$ cat src/rtl/prime_bench_pkg.sv
// Shared types and constants for the primogen benchmark sequencer.
package prime_bench_pkg;

  // Sequencer states: one request walks ISSUE -> HOLD -> WAIT.
  // DONE and ERR are terminal until reset.
  typedef enum logic [2:0] {
    ST_IDLE  = 3'd0,
    ST_ISSUE = 3'd1,
    ST_HOLD  = 3'd2,
    ST_WAIT  = 3'd3,
    ST_DONE  = 3'd4,
    ST_ERR   = 3'd5
  } state_e;

  // Lower bound of progress segment i: i * 2**w / nleds.
  // Evaluated in 64 bits, so the caller can keep w+1 bits without truncation.
  function automatic longint unsigned seg_thresh(input int unsigned i,
                                                 input int unsigned w,
                                                 input int unsigned nleds);
    longint unsigned full;
    full = 64'd1 << w;
    return (64'(i) * full) / 64'(nleds);
  endfunction

endpackage

$ cat src/rtl/prime_bench_seq_if.sv
// Request/result handshake between the sequencer and one primogen instance.
//
// Handshake: the master pulses pg_go for one cycle to request the next prime.
// The slave holds pg_ready high while idle. It drops pg_ready no later than
// one cycle after pg_go, and raises it again with pg_res (and pg_error on
// overflow) valid. pg_res and pg_error are meaningful only while pg_ready=1.
interface prime_bench_seq_if #(
  parameter int WIDTH_LOG = 4
);
  localparam int W = 2**WIDTH_LOG;

  logic         pg_go;
  logic         pg_ready;
  logic         pg_error;
  logic [W-1:0] pg_res;

  modport master (output pg_go, input pg_ready, input pg_error, input pg_res);
  modport slave  (input pg_go, output pg_ready, output pg_error, output pg_res);
endinterface

$ cat src/rtl/prime_bench_progress.sv
// Registered thermometer decode of the most recent prime. Kept separate so
// the segment count can be retargeted per board.
module prime_bench_progress
  import prime_bench_pkg::*;
#(
  parameter int WIDTH_LOG = 4,
  parameter int NLEDS     = 4
) (
  input  logic                    clk,
  input  logic                    rst,
  input  logic [2**WIDTH_LOG-1:0] value_d,
  output logic [NLEDS-1:0]        progress
);
  localparam int W = 2**WIDTH_LOG;

  logic [NLEDS-1:0] progress_d;
  logic [NLEDS-1:0] progress_q;

  // Segment 0 lights for any non-zero value.
  assign progress_d[0] = |value_d;

  // Segments 1..NLEDS-1 compare against W+1 bit thresholds, so the top
  // threshold never wraps.
  for (genvar g = 1; g < NLEDS; g++) begin : g_seg
    localparam logic [W:0] THRESH = (W+1)'(seg_thresh(g, W, NLEDS));
    assign progress_d[g] = ({1'b0, value_d} >= THRESH);
  end

  // Decode the next last_prime so the bar moves on the capture edge itself.
  always_ff @(posedge clk) begin
    if (rst) begin
      progress_q <= '0;
    end else begin
      progress_q <= progress_d;
    end
  end

  assign progress = progress_q;

endmodule

$ cat src/rtl/prime_bench_seq.sv
// Benchmark sequencer: requests primes from primogen back to back. It counts
// captured primes and active cycles, and stops on a prime budget or on
// generator overflow.
module prime_bench_seq
  import prime_bench_pkg::*;
#(
  parameter int WIDTH_LOG  = 4,
  parameter int NLEDS      = 4,
  parameter int CNT_W      = 32,
  parameter int MAX_PRIMES = 0
) (
  input  logic                    clk,
  input  logic                    rst,
  input  logic                    en,
  prime_bench_seq_if.master       pg,
  output logic [2**WIDTH_LOG-1:0] last_prime,
  output logic [2**WIDTH_LOG-1:0] prime_count,
  output logic [CNT_W-1:0]        cycle_count,
  output logic [NLEDS-1:0]        progress,
  output logic                    done,
  output logic                    overflow,
  output state_e                  state_dbg
);
  localparam int W = 2**WIDTH_LOG;
  localparam logic [W-1:0] MAX_W = W'(MAX_PRIMES);

  state_e           state_q, state_d;
  logic             go_q, go_d;
  logic             done_q, done_d;
  logic             overflow_q, overflow_d;
  logic [W-1:0]     last_prime_q, last_prime_d;
  logic [W-1:0]     prime_count_q, prime_count_d;
  logic [W-1:0]     count_inc;
  logic [CNT_W-1:0] cycle_count_q, cycle_count_d;

  // Next state, request pulse, result capture and saturating counters.
  always_comb begin
    state_d       = state_q;
    go_d          = 1'b0;
    done_d        = done_q;
    overflow_d    = overflow_q;
    last_prime_d  = last_prime_q;
    prime_count_d = prime_count_q;
    cycle_count_d = cycle_count_q;
    count_inc     = (prime_count_q == '1) ? prime_count_q : prime_count_q + W'(1);

    if ((state_q == ST_ISSUE || state_q == ST_HOLD || state_q == ST_WAIT) &&
        cycle_count_q != '1) begin
      cycle_count_d = cycle_count_q + CNT_W'(1);
    end

    unique case (state_q)
      ST_IDLE: begin
        if (en && pg.pg_ready) begin
          state_d = ST_ISSUE;
          go_d    = 1'b1;
        end
      end
      ST_ISSUE: state_d = ST_HOLD;
      // primogen gets this cycle to register go and drop ready.
      ST_HOLD:  state_d = ST_WAIT;
      ST_WAIT: begin
        if (pg.pg_ready) begin
          if (pg.pg_error) begin
            state_d    = ST_ERR;
            overflow_d = 1'b1;
          end else begin
            last_prime_d  = pg.pg_res;
            prime_count_d = count_inc;
            if (MAX_PRIMES != 0 && count_inc == MAX_W) begin
              state_d = ST_DONE;
              done_d  = 1'b1;
            end else if (en) begin
              state_d = ST_ISSUE;
              go_d    = 1'b1;
            end else begin
              state_d = ST_IDLE;
            end
          end
        end
      end
      // DONE and ERR hold until reset.
      default: state_d = state_q;
    endcase
  end

  // State and output registers; reset cuts any pulse in progress.
  always_ff @(posedge clk) begin
    if (rst) begin
      state_q       <= ST_IDLE;
      go_q          <= 1'b0;
      done_q        <= 1'b0;
      overflow_q    <= 1'b0;
      last_prime_q  <= '0;
      prime_count_q <= '0;
      cycle_count_q <= '0;
    end else begin
      state_q       <= state_d;
      go_q          <= go_d;
      done_q        <= done_d;
      overflow_q    <= overflow_d;
      last_prime_q  <= last_prime_d;
      prime_count_q <= prime_count_d;
      cycle_count_q <= cycle_count_d;
    end
  end

  prime_bench_progress #(
    .WIDTH_LOG (WIDTH_LOG),
    .NLEDS     (NLEDS)
  ) u_progress (
    .clk      (clk),
    .rst      (rst),
    .value_d  (last_prime_d),
    .progress (progress)
  );

  assign pg.pg_go    = go_q;
  assign last_prime  = last_prime_q;
  assign prime_count = prime_count_q;
  assign cycle_count = cycle_count_q;
  assign done        = done_q;
  assign overflow    = overflow_q;
  assign state_dbg   = state_q;

endmodule
$ cat src/flat_wrapper.sv
// flat-port wrapper written by rule: the top's interface ports become plain ports
module prime_bench_seq_flat import prime_bench_pkg::*;
#(
  parameter int WIDTH_LOG  = 4,
  parameter int NLEDS      = 4,
  parameter int CNT_W      = 32,
  parameter int MAX_PRIMES = 0
)
  (clk, rst, en, last_prime, prime_count, cycle_count, progress, done, overflow, state_dbg, pg_pg_go, pg_pg_ready, pg_pg_error, pg_pg_res);
  prime_bench_seq_if #(.WIDTH_LOG(WIDTH_LOG)) pg_i ();
  input  logic clk;
  input  logic rst;
  input  logic en;
  output logic [2**WIDTH_LOG-1:0] last_prime;
  output logic [2**WIDTH_LOG-1:0] prime_count;
  output logic [CNT_W-1:0] cycle_count;
  output logic [NLEDS-1:0] progress;
  output logic done;
  output logic overflow;
  output state_e state_dbg;
  output wire logic [$bits(pg_i.pg_go)-1:0] pg_pg_go;
  input wire logic [$bits(pg_i.pg_ready)-1:0] pg_pg_ready;
  input wire logic [$bits(pg_i.pg_error)-1:0] pg_pg_error;
  input wire logic [$bits(pg_i.pg_res)-1:0] pg_pg_res;
  assign pg_pg_go = pg_i.pg_go;
  assign pg_i.pg_ready = pg_pg_ready;
  assign pg_i.pg_error = pg_pg_error;
  assign pg_i.pg_res = pg_pg_res;
  prime_bench_seq #(.WIDTH_LOG(WIDTH_LOG), .NLEDS(NLEDS), .CNT_W(CNT_W), .MAX_PRIMES(MAX_PRIMES)) u_core (.clk(clk), .rst(rst), .en(en), .pg(pg_i), .last_prime(last_prime), .prime_count(prime_count), .cycle_count(cycle_count), .progress(progress), .done(done), .overflow(overflow), .state_dbg(state_dbg));
endmodule
$ cat config.mk
export PLATFORM = sky130hd
export DESIGN_NAME = prime_bench_seq_flat
export DESIGN_NICKNAME = d
export VERILOG_FILES = /design/src/rtl/prime_bench_pkg.sv /design/src/rtl/prime_bench_seq_if.sv /design/src/rtl/prime_bench_progress.sv /design/src/rtl/prime_bench_seq.sv /design/src/flat_wrapper.sv
export SDC_FILE = /design/constraint.sdc
export NUM_CORES = 1
export LEC_CHECK = 0
export CORE_ASPECT_RATIO = 1.5
export CORE_MARGIN = 1
export CORE_UTILIZATION = 47
export CTS_CLUSTER_SIZE = 10
export DETAILED_ROUTE_END_ITERATION = 8
export HOLD_SLACK_MARGIN = 0.1
export PLACE_DENSITY = 0.79
export SYNTH_ARGS = -nofsm -noshare
export SYNTH_HDL_FRONTEND = slang
export SYNTH_SLANG_ARGS = --single-unit
$ cat constraint.sdc
create_clock -name clk -period 2.7 [get_ports clk]
set_input_delay 0.54 -clock clk [delete_from_list [all_inputs] [get_ports clk]]
set_output_delay 0.54 -clock clk [all_outputs]
set_load 0.005 [all_outputs]
; ---- Word level (Yosys, flattened, before mapping)
; Cells that the tools add are included.
[op_classes]
eq_ne = 7
n_mul = 0
magnitude_cmp = 3
add_sub_neg = 2
shift = 0
n_mux = 13
n_reduce_logical = 10
n_div = 0
n_bitwise = 2
[op_table]
columns = op, count
row1 = 2-to-1 mux 16 bit, 3
row2 = adder 32 x 1 -> 32 bit (second input constant), 1
row3 = >= comparator 16 bit (second input constant), 2
row4 = inequality test 32 bit (second input constant), 1
row5 = adder 16 x 1 -> 16 bit (second input constant), 1
row6 = == test 16 bit (second input constant), 1
row7 = >= comparator 16 x 15 -> 1 bit (second input constant), 1
row8 = OR reduction 16 bit, 1
row9 = case mux 3 bit (4 select lines), 1
row10 = 2-to-1 mux 3 bit, 3
row11 = == test 3 x 2 -> 1 bit (second input constant), 2
row12 = AND reduction 3 bit, 2
row13 = 2-to-1 mux 1 bit, 5
row14 = AND reduction 4 bit, 1
row15 = nonzero test 4 bit, 1
row16 = == test 3 x 1 -> 1 bit (second input constant), 1
row17 = zero test 3 bit, 1
row18 = logical AND 1 bit, 2
row19 = logical OR 1 bit, 2
row20 = inequality test 2 x 1 -> 1 bit (second input constant), 1
row21 = inequality test 2 bit (second input constant), 1
row22 = inverter 1 bit, 2
row23 = case mux 1 bit (2 select lines), 1
[totals]
elab_cells = 44
rom_bits = 0
latch_bits = 0
ram_bits = 0
regBits = 73
memories = 0

; ---- Logic depth before layout (Yosys ltp)
; Gate-level depths: netlist of the first run.
[logic_depth]
word_depth = 4
mapped_depth = 8
ltp_nobuf = 6

; ---- Hierarchy
; A second synthesis of the first run with hierarchy kept.
[unflattened]
cells_unflattened = 416
area_unflattened_um2 = 3354.5
[modules_own_cells]
columns = mod, n_inst, seq_area_each_um2, cells_each, area_each_um2
row1 = prime_bench_seq, 1, 1381.3, 403, 3218.1
row2 = prime_bench_progress, 1, 80.1, 13, 136.4

; ---- Worst setup path after synthesis of the first run
; Ideal clock, no wire load.
[synth_path]
path_type = register -> register
startpoint = reg u_core.cycle_count_q[21] (netlist: u_core.cycle_count[21])
endpoint = reg u_core.cycle_count_q[1] (netlist: u_core.cycle_count[1])
required_time_ns = 2.572
n_path_buf = 2
synth_period_minus_slack_ns = 2.034
slack_ns = 0.666
path_stages_with_launch = 8
arrival_ns = 1.907
path_cell_list = dfxtp_1 -> nand4_2 -> or4_1 -> o31ai_1 -> buf_2 -> buf_6 -> mux2i_1 -> nor2_1
[synth_between]
elab_chain_len = 2
[synth_lines]
columns = item, line
row1 = "start, declared", prime_bench_seq.sv:34  ; logic [CNT_W-1:0] cycle_count_q, cycle_count_d;
row2 = "start signal, assigned", prime_bench_seq.sv:104  ; cycle_count_q <= cycle_count_d;
row3 = inequality test 32 bit, prime_bench_seq.sv:48  ; cycle_count_q != '1) begin
row4 = logical AND 1 bit, prime_bench_seq.sv:47  ; if ((state_q == ST_ISSUE || state_q == ST_HOLD || state_q == ST_WAIT) &&
; No other way between the ends.
; A chain may end at the register's enable or synchronous reset.

; ---- Worst setup path after layout of the first run
[layout_path]
startpoint = in pg_pg_ready
endpoint = reg u_core.prime_count_q[14] (netlist: u_core.prime_count[14])
[layout_between]
elab_chain_len = 1
[layout_lines]
columns = item, line
row1 = "start, declared", flat_wrapper.sv:22  ; input wire logic [$bits(pg_i.pg_ready)-1:0] pg_pg_ready;
row2 = AND reduction 4 bit (no line), n/a
row3 = "end signal, assigned", prime_bench_seq.sv:103  ; prime_count_q <= prime_count_d;
row4 = "end, declared", prime_bench_seq.sv:32  ; logic [W-1:0] prime_count_q, prime_count_d;
; No other way between the ends.

==> run_results.csv, run 1 <==
group,metric,value,unit
run_status,status,"completed",
worst_setup_path,regToRegSetupSlack,0.50,ns
synthesis,synth.most_common_cell,"dfxtp_1",
timing,drv_slew,0,
route,drt_wl_total,8300,um
cts,cts_sinks,73,
final_layout,syn2layout_area_growth,37.3,%
worst_setup_path,cp_data_required_time,2.97,ns
timing,setup_viol,0,
synthesis,postSynthRegisterBits,73,
timing,fin_setup_tns,0,ns
floorplanning,ios,95,
synthesis,yosys-top-cells-area,"dfxtp_1 (44%), a21oi_1 (6.5%), nand2_1 (6.0%), nor2_1 (5.1%), xnor2_1 (4.2%)",
floorplanning,chipHeight,105,um
route,drt_pass1_iterations,4,
synthesis,syn_nets,419,
final_layout,nets,516,
timing,skew,0.00760,ns
cts,post_cts_buffers,0,
route,detail-route-antenna-nets,0,
final_layout,diodes,0,
timing,relSlewSlack,0.410,
floorplanning,num_rows,37,
power,p_per_area,489,nW/um^2
timing,finalCriticalPeriod,2.24,ns
cts,cts-root-buf,"clkbuf_8",
cts,ctsResizeCount,0,
timing,hold_violations,0,
worst_setup_path,crit_type,"in -> reg",
timing,holdWs,0.477,ns
cts,clkTransAtPathRegs,0.08,ns
cts,cts_hold_buf,0,
worst_setup_path,cp_max_fo,5,
min_path,holdCritPathClass,"reg -> reg",
placed_design,gp_congestion,0.902,
timing,post-route-period-util,0.830,
worst_setup_path,worstReg2RegStart,"u_core.cycle_count[10]$_SDFFE_PP0P_",
worst_setup_path,startpoint,"pg_pg_ready",
cts,clk_path_buf_depth,2,
synthesis,synth_ff_type,"dfxtp_1",
route,vias_per_cell,5.63,
placed_design,port_buffers,93,
floorplanning,dieWidth,70.4,um
grt,overflow,0,
synthesis,syn_avg_cell_area,8.33,um^2
worst_setup_path,reg2reg_depth,5,
floorplanning,core,6810,um^2
synthesis,synth_edf_count,0,
grt,antenna_found_initial,0,
grt,grt_use_total,0.234,
cts,clock_latency,0.35,ns
cts,cts_buffers,9,
placed_design,dp_hpwl,6090,um
synthesis,syn_inst,396,
synthesis,synthTopCellsByCount,"dfxtp_1 (73), nand2_1 (53), nor2_1 (45)",
power,leakage,1.48,nW
floorplanning,die_area,7360,um^2
timing,rsz0062_at_grt,"false",
timing,tightest_slew,0.878,ns
grt,grt_pass1_vias,3039,
final_layout,drive_above_1_share,0.0765,
power,ir_drop,0.294,mV
floorplanning,start_util,0.485,
route,first_iter_violations,125,
worst_setup_path,endpoint_kind,"flop",
synthesis,yosysSeqAreaShare,0.443,
synthesis,synthArstFlopShare,0,
grt,grt_max_degree,31,
timing,clock.fmax,446,MHz
synthesis,synthDistinctLibCells,45,
cts,cts-htree-levels,3,
cts,cts_tree,"done",
worst_setup_path,crit_arrival,2.52,ns
grt,grt_pass1_wl,13700,um
synthesis,yosysWarnings,0,
worst_setup_path,crit_path_start_kind,"input port",
worst_setup_path,r2r-end,"u_core.cycle_count[31]$_SDFFE_PP0P_",
job,cap_violations,0,
route,wl_per_cell,14.4,um
worst_setup_path,crit_end,"u_core.prime_count[14]$_SDFFE_PP0P_",
synthesis,syn-cell-area,3300,um^2
route,num_vias,3236,
synthesis,synth_top_area_share,0.443,
synthesis,synth_top_cell_by_area,"dfxtp_1",
route,route.detailed.drc,0,
[cells by family (layout without fill, tap and decap cells)]
kind of cell / after synthesis / in the layout / share of synthesized area
other cells: 1 / 1 / 0.00114
xor+xnor: 24 / 24 / 0.0637
flops: 73 / 73 / 0.443
simple gates: 193 / 193 / 0.308
mux: 3 / 3 / 0.00948
compound gates: 76 / 76 / 0.130
buf+inv: 24 / 125 / 0.0368
fa+ha+maj: 2 / 2 / 0.00759
[layout make-up]
class / count / area, um^2
Inverter: 6 / 22.5
Timing Repair Buffer: 104 / 1010
Fill cell: 588 / 2280
Multi-Input combinational cell: 299 / 1720
Clock buffer: 10 / 138
Sequential cell: 73 / 1460
Tap cell: 78 / 97.6
Clock inverter: 5 / 80.1
[placed cells by master, fill, tap and decap left out, types with 2 or more instances in the layout]
master,count
or4_1,7
o211ai_1,3
clkinvlp_4,2
nor2_1,45
or3_1,14
clkbuf_8,10
o31ai_1,5
buf_4,11
and3_1,9
nand4_2,2
a211oi_1,2
a31o_2,2
nand2b_1,3
clkdlybuf4s50_1,92
o21ai_0,15
xor2_1,8
mux2i_1,2
nand2_1,53
bufinv_16,2
nor4b_1,2
nand4_1,15
nor2b_1,3
nand3_1,7
inv_1,6
dfxtp_1,73
xnor2_1,16
and4_1,3
a21oi_1,43
ha_1,2
nor3_1,7
a311oi_1,2
nor4_1,14
a31oi_1,2
[worst max-delay path: stages]
cell and delay [ns]:
clkdlybuf4s50_1 0.56, nand4b_1 0.13, or4_1 0.57, nand3b_1 0.24, or3_1 0.32, a21oi_1 0.16
[layer usage]
metal | part of all wire | vias up | GRT usage | routed length, um
met3 | 0.057 | 18 | 0.0675 | 476
met4 | 0.031 | 0 | 0.129 | 257
met5 | 0 | - | 0 | 0
met2 | 0.52 | 107 | 0.414 | 4280
li1 | - | 1615 | - | -
met1 | 0.40 | 1496 | 0.243 | 3280
[where the power goes]
part           internal [W]  switching (W)
Clock              0.000538       0.000394
Combinational     0.0000873      0.0000849
Sequential          0.00109      0.0000184
Total               0.00172       0.000497
[how the worst min path moves through the flow]
stage,from,endpoint,slack (ns),cells past startpoint
global placement,u_core.last_prime[7]$_SDFF_PP0_,u_core.last_prime[7]$_SDFF_PP0_,0.46,2
global route,u_core.last_prime[12]$_SDFF_PP0_,u_core.last_prime[12]$_SDFF_PP0_,0.49,2
CTS,u_core.last_prime[12]$_SDFF_PP0_,u_core.last_prime[12]$_SDFF_PP0_,0.47,2
floorplan,u_core.overflow$_SDFFE_PP0P_,u_core.overflow$_SDFFE_PP0P_,0.46,2
finish,u_core.last_prime[12]$_SDFF_PP0_,u_core.last_prime[12]$_SDFF_PP0_,0.48,2
detailed placement,u_core.last_prime[12]$_SDFF_PP0_,u_core.last_prime[12]$_SDFF_PP0_,0.46,2
[metrics by stage]
step           power [W]  cell area [um^2]  utilization  std cells  worst slack (ns)
3_5_place_dp     0.00131              4310        0.633        560             0.128
3_3_place_gp     0.00130              4310        0.633        560             0.205
2_1_floorplan    0.00122              3300            -        396             0.666
4_1_cts          0.00224              4530        0.665        575             0.481
6_report         0.00221              4530        0.665        575             0.458
5_1_grt          0.00231              4530        0.665        575             0.323
[flip-flops by register name, summed over array words and instances (netlist names)]
name,cells
u_core.cycle_count,32
u_core.last_prime,16
u_core.prime_count,16
u_core.u_progress.progress,4
u_core.state_dbg,3
u_core.overflow,1
u_core.pg.pg_go,1
(Power assumes the default switching activity.)
==> inputs of run 2 (changes only) <==
- clock period: 2.7 -> 2.1 ns (I/O delays scaled with it)
==> run 2 against run 1 <==
Compared with the run above: non-clock buffer count increased by 31; first-iteration DRC count increased by 23%; clock power increased by 53%; final cell count increased by 5.6%; design area increased by 6.7%; worst hold slack about the same; sequential share of layout area decreased by 1.9 points; critical path type is now reg -> reg; critical endpoint is now u_core.cycle_count[1]$_SDFFE_PP0P_.
==> run_results.csv, run 2 (synthesized netlist as in run 1, its figures left out) <==
group,metric,value,unit
power,leakage,1.67,nW
grt,grt_pass1_wl,14800,um
timing,hold_violations,0,
placed_design,gp_congestion,0.869,
cts,clk_path_buf_depth,2,
grt,grt_use_total,0.249,
power,ir_drop,0.390,mV
worst_setup_path,crit_arrival,2.28,ns
final_layout,drive_above_1_share,0.144,
worst_setup_path,r2r-end,"u_core.cycle_count[1]$_SDFFE_PP0P_",
timing,clock.fmax,483,MHz
min_path,hold_path_end,"u_core.last_prime[4]$_SDFF_PP0_",
floorplanning,ios,95,
cts,cts_tree,"done",
worst_setup_path,endpoint_kind,"flop",
timing,drv_slew,0,
route,first_iter_violations,154,
route,wl_per_cell,14.3,um
route,route.detailed.drc,0,
final_layout,nets,547,
cts,clkTransAtPathRegs,0.08,ns
grt,antenna_found_initial,0,
placed_design,port_buffers,93,
final_layout,layout_common_cells,"clkdlybuf4s50_1 (92), dfxtp_1 (69), nand2_1 (53)",
worst_setup_path,worstReg2RegStart,"u_core.cycle_count[20]$_SDFFE_PP0P_",
route,detail-route-antenna-nets,0,
floorplanning,core,6810,um^2
cts,cts-root-buf,"clkbuf_8",
floorplanning,chipHeight,105,um
min_path,hold_start,"u_core.last_prime[4]$_SDFF_PP0_",
floorplanning,dieWidth,70.4,um
worst_setup_path,cp_data_required_time,2.31,ns
worst_setup_path,cp_max_fo,10,
cts,cts_sinks,73,
worst_setup_path,crit_type,"reg -> reg",
floorplanning,num_rows,37,
job,cap_violations,0,
worst_setup_path,regToRegSetupSlack,0.03,ns
final_layout,largest_register_ff_count,32,
cts,cts-htree-levels,3,
final_layout,syn2layout_area_growth,46.5,%
floorplanning,start_util,0.485,
timing,finalCriticalPeriod,2.07,ns
final_layout,diodes,0,
route,drt_wl_total,8670,um
timing,setup_viol,0,
worst_setup_path,crit_path_start_kind,"flop",
final_layout,nFillCells,545,
timing,skew,0.00975,ns
min_path,hold_depth,2,
route,drt_pass1_iterations,4,
final_layout,final_core_util,0.710,
placed_design,placedCellCount,591,
placed_design,postPlaceCellArea,4540,um^2
power,p_per_area,642,nW/um^2
cts,clock_latency,0.34,ns
final_layout,fin_cells,607,
run_status,status,"completed",
grt,grt_max_degree,27,
timing,holdWs,0.477,ns
timing,post-route-period-util,0.987,
floorplanning,die_area,7360,um^2
route,vias_per_cell,5.55,
grt,overflow,0,
grt,grt_pass1_vias,3352,
route,num_vias,3366,
worst_setup_path,reg2reg_depth,6,
min_path,holdCritPathClass,"reg -> reg",
placed_design,dp_hpwl,6330,um
cts,cts_buffers,9,
final_layout,design_area,4830,um^2
final_layout,final_common_cell,"clkdlybuf4s50_1",
## run 2: area by class of cell
cell class,instances,area (um^2),area share
timing repair buffer,135,1240,0.257
clock buffer,9,124,0.0256
tap,78,97.6,0.0202
inverter,6,22.5,0.00466
multi-input combinational,299,1740,0.360
clock inverter,7,143,0.0295
sequential,73,1470,0.303
## run 2: worst max-delay path: stages, from the launching register on
cell and delay, ns:
dfxtp_1 0.41, nand4_1 0.17, or4_1 0.59, o31ai_2 0.28
buf_4 0.24, mux2i_1 0.20, nor2_1 0.06
## run 2: what timing repair did
item / CTS / global route
setup endpoints to repair: 0 / 7
resized for setup: 0 / 7
hold buffers: 0 / 0
endpoints found under the hold margin: 0 / 0
buffers inserted: 0 / 0
## run 2: where the power goes
group / switching, W / total (W) / leakage, nW / internal, W
clock network: 0.000518 / 0.00143 / 0.133 / 0.000911
logic: 0.000116 / 0.000241 / 0.945 / 0.000126
registers: 0.0000269 / 0.00143 / 0.591 / 0.00141
total: 0.000661 / 0.00310 / 1.67 / 0.00244
## run 2: through the flow
step | worst slack (ns) | setup TNS [ns] | power (W)
3_3_place_gp | -0.132 | -0.535 | 0.00168
5_1_grt | -0.0558 | -0.112 | 0.00322
2_1_floorplan | 0.0657 | 0 | 0.00157
4_1_cts | 0.0316 | 0 | 0.00312
3_5_place_dp | -0.153 | -0.613 | 0.00169
6_report | 0.0277 | 0 | 0.00310
## run 2: worst max-delay path by stage
| stage | start | to | slack, ns | depth (start not counted) |
|---|---|---|---|---|
| 6_report | u_core.cycle_count[20]$_SDFFE_PP0P_ | u_core.cycle_count[1]$_SDFFE_PP0P_ | 0.03 | 6 |
| 5_1_grt | u_core.cycle_count[25]$_SDFFE_PP0P_ | u_core.cycle_count[1]$_SDFFE_PP0P_ | -0.06 | 6 |
| 4_1_cts | u_core.cycle_count[19]$_SDFFE_PP0P_ | u_core.cycle_count[1]$_SDFFE_PP0P_ | 0.03 | 6 |
| 3_5_place_dp | pg_pg_ready | u_core.prime_count[14]$_SDFFE_PP0P_ | -0.15 | 6 |
| 3_3_place_gp | pg_pg_ready | u_core.prime_count[14]$_SDFFE_PP0P_ | -0.13 | 6 |
| 2_1_floorplan | u_core.cycle_count[21]$_SDFFE_PP0P_ | u_core.cycle_count[1]$_SDFFE_PP0P_ | 0.07 | 7 |
## run 2: routing by layer
metal | vias up | wire, um | global-route usage
met5 | - | 0 | 0
met4 | 0 | 93 | 0.130
met3 | 8 | 470 | 0.0434
met2 | 118 | 4590 | 0.450
met1 | 1567 | 3510 | 0.272
li1 | 1673 | - | -
